File: src/rtl/mul_restore.sv
// mul_restore -- sequential shift-add reconstruction of a division result.
//
// Rebuilds Product = Quotient * Divisor + Reminder one multiplier bit per
// clock, then compares it against the zero-extended Dividend. The operation
// uses the same level-start / one-cycle-done handshake as the divider.
//
// State table
//   state | meaning
//   ------+-------------------------------------------------------------
//   IDLE  | waiting for Start_Sig; operands are latched on the start edge
//   MUL   | one shift-add iteration per clock, DATA_W iterations
//   ADD   | add Reminder, load Product/Match_Sig, raise Done_Sig
//   DONE  | Done_Sig cleared; always moves on to HOLD
//   HOLD  | waits for Start_Sig to drop so a held start cannot retrigger
//
// Ports
//   CLK        system clock, rising edge
//   RSTn       asynchronous active-low reset
//   Start_Sig  level start request, sampled only in IDLE
//   Quotient   multiplier operand (unsigned)
//   Divisor    multiplicand operand (unsigned)
//   Reminder   addend (unsigned, zero-extended)
//   Dividend   expected result for the compare (unsigned, zero-extended)
//   Done_Sig   one-cycle completion pulse
//   Product    reconstructed value, 2*DATA_W bits, held until next ADD
//   Match_Sig  Product == zero-extended Dividend, updated with Done_Sig
//   Busy_Sig   high in every state except IDLE

module mul_restore #(
  parameter int DATA_W = 8
) (
  input  logic                  CLK,
  input  logic                  RSTn,
  input  logic                  Start_Sig,
  input  logic [DATA_W-1:0]     Quotient,
  input  logic [DATA_W-1:0]     Divisor,
  input  logic [DATA_W-1:0]     Reminder,
  input  logic [DATA_W-1:0]     Dividend,
  output logic                  Done_Sig,
  output logic [2*DATA_W-1:0]   Product,
  output logic                  Match_Sig,
  output logic                  Busy_Sig
);

  localparam int PW = 2 * DATA_W;
  localparam int CW = $clog2(DATA_W + 1);
  localparam logic [CW-1:0] CNT_LAST = CW'(DATA_W - 1);

  typedef enum logic [2:0] {
    IDLE = 3'd0,
    MUL  = 3'd1,
    ADD  = 3'd2,
    DONE = 3'd3,
    HOLD = 3'd4
  } state_t;

  state_t            state;
  logic [DATA_W-1:0] mplier;
  logic [PW-1:0]     mcand;
  logic [DATA_W-1:0] rem_q;
  logic [DATA_W-1:0] dvd_q;
  logic [PW-1:0]     acc;
  logic [CW-1:0]     cnt;
  logic [PW-1:0]     sum_w;

  // Final sum; the accumulator is wide enough that this cannot overflow.
  assign sum_w = acc + {{DATA_W{1'b0}}, rem_q};

  always_ff @(posedge CLK or negedge RSTn) begin
    if (!RSTn) begin
      state     <= IDLE;
      mplier    <= '0;
      mcand     <= '0;
      rem_q     <= '0;
      dvd_q     <= '0;
      acc       <= '0;
      cnt       <= '0;
      Product   <= '0;
      Match_Sig <= 1'b0;
      Done_Sig  <= 1'b0;
      Busy_Sig  <= 1'b0;
    end else begin
      Done_Sig <= 1'b0;
      case (state)
        IDLE: begin
          if (Start_Sig) begin
            mplier   <= Quotient;
            mcand    <= {{DATA_W{1'b0}}, Divisor};
            rem_q    <= Reminder;
            dvd_q    <= Dividend;
            acc      <= '0;
            cnt      <= '0;
            Busy_Sig <= 1'b1;
            state    <= MUL;
          end
        end
        MUL: begin
          if (mplier[0]) acc <= acc + mcand;
          mplier <= mplier >> 1;
          mcand  <= mcand << 1;
          cnt    <= cnt + CW'(1);
          if (cnt == CNT_LAST) state <= ADD;
        end
        ADD: begin
          Product   <= sum_w;
          // Full-width compare, so any nonzero upper half forces a mismatch.
          Match_Sig <= (sum_w == {{DATA_W{1'b0}}, dvd_q});
          Done_Sig  <= 1'b1;
          state     <= DONE;
        end
        DONE: begin
          state <= HOLD;
        end
        HOLD: begin
          if (!Start_Sig) begin
            Busy_Sig <= 1'b0;
            state    <= IDLE;
          end
        end
        default: begin
          Busy_Sig <= 1'b0;
          state    <= IDLE;
        end
      endcase
    end
  end

endmodule

File: config.mk
export PLATFORM = sky130hd
export DESIGN_NAME = mul_restore
export DESIGN_NICKNAME = d
export VERILOG_FILES = /design/src/rtl/mul_restore.sv
export SDC_FILE = /design/constraint.sdc
export NUM_CORES = 1
export LEC_CHECK = 0
export ABC_CLOCK_PERIOD_IN_PS = 5600
export BUFFER_PORTS_ARGS = -buffer_cell sky130_fd_sc_hd__buf_2
export CAP_MARGIN = 10
export CORE_MARGIN = 4
export CORE_UTILIZATION = 25
export CTS_CLUSTER_DIAMETER = 150
export CTS_CLUSTER_SIZE = 12
export DETAILED_ROUTE_END_ITERATION = 8
export GPL_TIMING_DRIVEN = 1
export SLEW_MARGIN = 20
export SYNTH_ARGS = -nofsm -noshare
export SYNTH_HDL_FRONTEND = slang
export SYNTH_SLANG_ARGS = --single-unit
File: constraint.sdc
create_clock -name CLK -period 5.6 [get_ports CLK]
set_clock_uncertainty 0.15 [all_clocks]
set_input_delay 1.12 -clock CLK [delete_from_list [all_inputs] [get_ports CLK]]
set_output_delay 1.12 -clock CLK [all_outputs]
set_load 0.05 [all_outputs]
Word-level counts from Yosys, hierarchy flattened
Index checks and enable logic that the tools add are counted.
{ "totals": {"out_inout_bits": 19, "reg_bits": 82, "word_cells": 50, "inputBits": 35} }
{ "op_classes": {"n_reduce_logical": 8, "muxes": 17, "add_sub_neg": 3, "bitwise_logic": 1, "n_eq_ne": 10} }
{ "ops": {"columns": ["op", "n"], "rows": [
  ["16-bit one-hot mux with 2 select lines", 2],
  ["16-bit two-way mux", 3],
  ["16-bit adder", 1],
  ["16-bit by 8-bit adder with 16-bit output", 1],
  ["16-bit by 8-bit == test with 1-bit output", 1],
  ["8-bit one-hot mux with 2 select lines", 1],
  ["3-bit one-hot mux with 5 select lines", 1],
  ["3-bit two-way mux", 3],
  ["3-bit AND reduction", 3],
  ["8-bit two-way mux", 1],
  ["2-bit != test, second input constant", 4],
  ["4-bit one-hot mux with 2 select lines", 1],
  ["3-bit by 2-bit == test with 1-bit output, second input constant", 2],
  ["4-bit by 1-bit adder with 4-bit output, second input constant", 1],
  ["4-bit by 3-bit == test with 1-bit output, second input constant", 1],
  ["4-bit two-way mux", 1],
  ["2-bit AND reduction", 2],
  ["3-bit by 1-bit == test with 1-bit output, second input constant", 1],
  ["3-bit == test, second input constant", 1],
  ["3-bit zero test", 1],
  ["1-bit two-way mux", 3],
  ["1-bit one-hot mux with 3 select lines", 1],
  ["3-bit OR reduction", 1],
  ["2-bit nonzero test", 1],
  ["1-bit NOT", 1]
]} }

Longest topological paths before layout
{ "logic_depth": {"ltp_word": 4, "ltp_mapped": 9} }

Least setup slack after synthesis
Ideal clock, no wire load.
{ "synth_path": {"path_kind": "flip-flop to flip-flop", "start": "register mcand[0]", "end": "register acc[14]", "path_stages_with_launch": 10, "setup_ns": 0.069, "t_arrival_ns": 2.597, "n_path_buf": 0, "synth_period_minus_slack_ns": 2.816, "setup_slack_ns": 2.784, "path_cell_list": "dfrtp_1 > ha_1 > fa_1 > a21o_1 > a211oi_2 > o21ai_1 > and4_4 > o311a_1 > or4_1 > nand3_1"} }
{ "synth_via": {"elab_chain_len": 3} }
{ "synth_lines": {"columns": ["item", "line_no", "rtl"], "rows": [
  ["start: declaration", "59", "logic [PW-1:0] mcand;"],
  ["start signal: assignment", "88", "mcand <= {{DATA_W{1'b0}}, Divisor};"],
  ["start signal: assignment", "100", "mcand <= mcand << 1;"],
  ["16-bit adder", "98", "if (mplier[0]) acc <= acc + mcand;"],
  ["16-bit two-way mux", "98", null],
  ["16-bit one-hot mux with 2 select lines", "84", "case (state)"],
  ["end signal: assignment", "98", null],
  ["end: declaration", "62", "logic [PW-1:0] acc;"]
]} }
Every way passes these cells. The select of a mux whose other input is x is not followed.
A chain may end at the register's enable or synchronous reset.

Worst setup path after layout
{ "layout_path": {"start": "register acc[0]", "end": "register acc[14]"} }
{ "layout_via": {"elab_chain_len": 3} }
{ "layout_lines": {"columns": ["item", "line_no"], "rows": [
  ["16-bit adder", "98"],
  ["16-bit two-way mux", "98"],
  ["16-bit one-hot mux with 2 select lines", "84"]
]} }
Every way passes these cells. The select of a mux whose other input is x is not followed.

==> results.yml <==
placement:
  dp_hpwl_microns: 7766
  globalplace.congestion: 0.7826
  io_buffers: 53
floorplan:
  io_pins: 54
  initial_core_util: 0.2555
  core_area_sq_um: 18090
  row_count: 49
  fp.dieW_microns: 144.0
  dieArea_sq_um: 20720
  die_h_microns: 144.0
hold_path:
  min_path_type: "reg2reg"
  min_from: "Product[3]"
  min_to: "Product[3]"
  min_delay_path_depth: 2
clock_tree:
  htreeDepth: 3
  cts_resized: 0
  clk_pin_slew_worst_paths_ns: 0.06
  cts_buffer_depth: 2
  post_cts_buffers: 0
  cts_buffers: 9
  clock-sinks: 82
  cts_tree: "done"
  ctsHoldBuffers: 0
  clkLatencyLatePin_ns: 0.35
  cts-root-buf: "clkbuf_16"
layout:
  fillers: 1876
  diodes: 0
  area_growth_syn_to_layout_pct: 16.82
  fin_nets: 631
  drive_gt1_frac: 0.1409
setup_path:
  path_max_fanout: 3
  cp_cell_sequence: "ha_1, fa_1, a21o_1, a211oi_2, o21ai_1, and4_4, o311a_1, or4_1, nand3_1"
  cp.required_ns: 5.73
  cp-end-kind: "flip-flop"
  r2r_slack_ns: 2.57
  path_class: "reg2reg"
  cp.depth: 9
  cp_data_arrival_time_ns: 3.16
  start_kind: "flip-flop"
  cp_slowest_stage_delay_ns: 0.49
  r2r_start: "acc[0]"
  rr_endpoint: "acc[14]"
  crit_path_top_delay_cell: "or4_1"
  path_delay_family: "compound AO/OA/AOI/OAI gates"
  worstRegToRegCells: 9
  crit_buf_inv: 0
power_and_ir_drop:
  p_sw_uw: 1673
  total_power_uw: 3581
  peakVddDrop_mv: 0.2063
  switching_share: 0.4672
  p_per_area_nw_per_um2: 663.4
  intPower_uw: 1908
  power.leakage_uw: 0.002547
  pwr-share-seq: 0.301
  clockPowerShare: 0.156
  share_comb_of_total_power: 0.542
global_route:
  track_usage: 0.1110
  antenna_found_initial: 2
  grt_pass1_wl_microns: 18210
  grt_pass1_vias: 3532
  grt_overflow: 0
  grt_max_degree: 83
routing:
  detail_route.iter0.violations: 207
  vias_per_cell: 4.608
  wire_per_inst_microns: 13.40
  antenna_left: 0
  routed_wl_microns: 10770
  vias: 3705
  drc: 0
  dr.pass1.iters: 4
synthesis:
  postSynthCellCount: 526
  avgSynthCellArea_sq_um: 8.785
  synth-edff-count: 0
  synth_seq_cells: 82
  synth_commonest_cells: "nand2_1 (121), dfrtp_1 (82), o21ai_0 (43)"
  ys_types: 54
  ys_seq_area_frac: 0.4441
  synthTopCellsByArea: "dfrtp_1 (44%), nand2_1 (9.8%), ha_1 (6.5%), o21ai_0 (4.7%), nand3_1 (3.7%)"
  synth_nets: 587
  ys_warn_count: 0
  synthFlopType: "dfrtp_1"
  synth_async_sr_flop_share: 1.000
  yosysMostFrequentCell: "nand2_1"
  syn_area_sq_um: 4621
  synth.largest_area_cell: "dfrtp_1"
  synth_top_area_frac: 0.4441
sta:
  tightest_slew_ns: 0.7783
  rsz0062_at_grt: "false"
  relSlewSlack: 0.4812
  max_freq_ghz: 0.3300
  setup_viol: 0
  hold_viol_final: 0
  min_period_ns: 3.030
  finalMaxSlewViolations: 0
  period_share: 0.5411
  fin_setup_tns_ns: 0
run:
  max_cap_viol_count: 0
status:
  status: "completed"
[cell families after synthesis]
logic type	Yosys count	share of synthesized area
compound gates	112	0.1587
simple gates	239	0.2302
xor+xnor	33	0.06255
flops	82	0.4441
mux	1	0.002166
buf+inv	32	0.02654
fa+ha+maj	27	0.07582
[final cells by class]
class,instances,area (sq um),share of cell area
clock buffer,9,225.2,0.04172
tap,229,286.5,0.05308
sequential,82,2052,0.3802
clock inverter,7,53.80,0.009968
multi-input combinational,412,2452,0.4543
inverter,9,33.78,0.006259
timing repair buffer,56,294.0,0.05447
[stage by stage]
| step | hold WS (ns) | cells | setup WS (ns) | instance area (sq um) | utilization |
|---|---|---|---|---|---|
| after floorplan | 0.2968 | 526 | 2.784 | 4621 | - |
| after global placement | 0.3051 | 788 | 2.355 | 5112 | 0.2827 |
| after detailed placement | 0.3124 | 788 | 2.314 | 5112 | 0.2827 |
| after CTS | 0.3283 | 804 | 2.577 | 5391 | 0.2981 |
| after global routing | 0.3498 | 804 | 2.369 | 5398 | 0.2984 |
| final | 0.3210 | 804 | 2.570 | 5398 | 0.2984 |
[power groups by stage]
| stage | logic, uW | clock network [uW] | registers [uW] |
|---|---|---|---|
| 2_1_floorplan | 1460 | 0 | 1150 |
| 3_3_place_gp | 1920 | 0 | 1090 |
| 3_5_place_dp | 1950 | 0 | 1090 |
| 4_1_cts | 1960 | 584 | 1080 |
| 5_1_grt | 2230 | 604 | 1120 |
| 6_report | 1940 | 560 | 1080 |
[sequential cells by signal, indices dropped and copies added (netlist names)]
name,count
mcand,16
Done_Sig,1
state,3
cnt,4
acc,16
mplier,8
dvd_q,8
Busy_Sig,1
Match_Sig,1
rem_q,8
Product,16
[worst min-delay path, cell delays in order (launching register included)]
cell,delay (ns)
dfrtp_1,0.34
nand2_1,0.04
o21ai_0,0.06
[worst max path at each step]
stage	slack, ns	from	endpoint
global placement	2.36	Start_Sig	acc[14]
floorplan	2.78	mcand[0]	acc[14]
global route	2.37	acc[0]	Match_Sig
finish	2.57	acc[0]	acc[14]
CTS	2.58	mcand[0]	acc[14]
detailed placement	2.31	Start_Sig	acc[14]
[cells in the final DEF (no fill, tap or decap), types with 6 or more instances in the layout]
master     count
nand4_1        6
ha_1          24
nor3_1        11
o22ai_1        9
inv_1          9
a21oi_1       11
a21o_1         7
nand2_1      121
clkbuf_16      9
nor2_1        39
xnor2_1       18
buf_2         52
a22oi_1        7
xor2_1        15
o21ai_0       43
dfrtp_1       82
nand3_1       34
[routing by layer]
layer / share of wire / routed length [microns] / vias to the layer above / global-route usage
met2: 0.43 / 4638 / 54 / 0.1612
li1: - / - / 1941 / -
met3: 0.049 / 529 / 17 / 0.03261
met1: 0.50 / 5411 / 1689 / 0.1549
met4: 0.016 / 170 / 4 / 0.04311
met5: 0.0019 / 21 / - / 0
No activity file was read; power rests on OpenSTA's default activity.
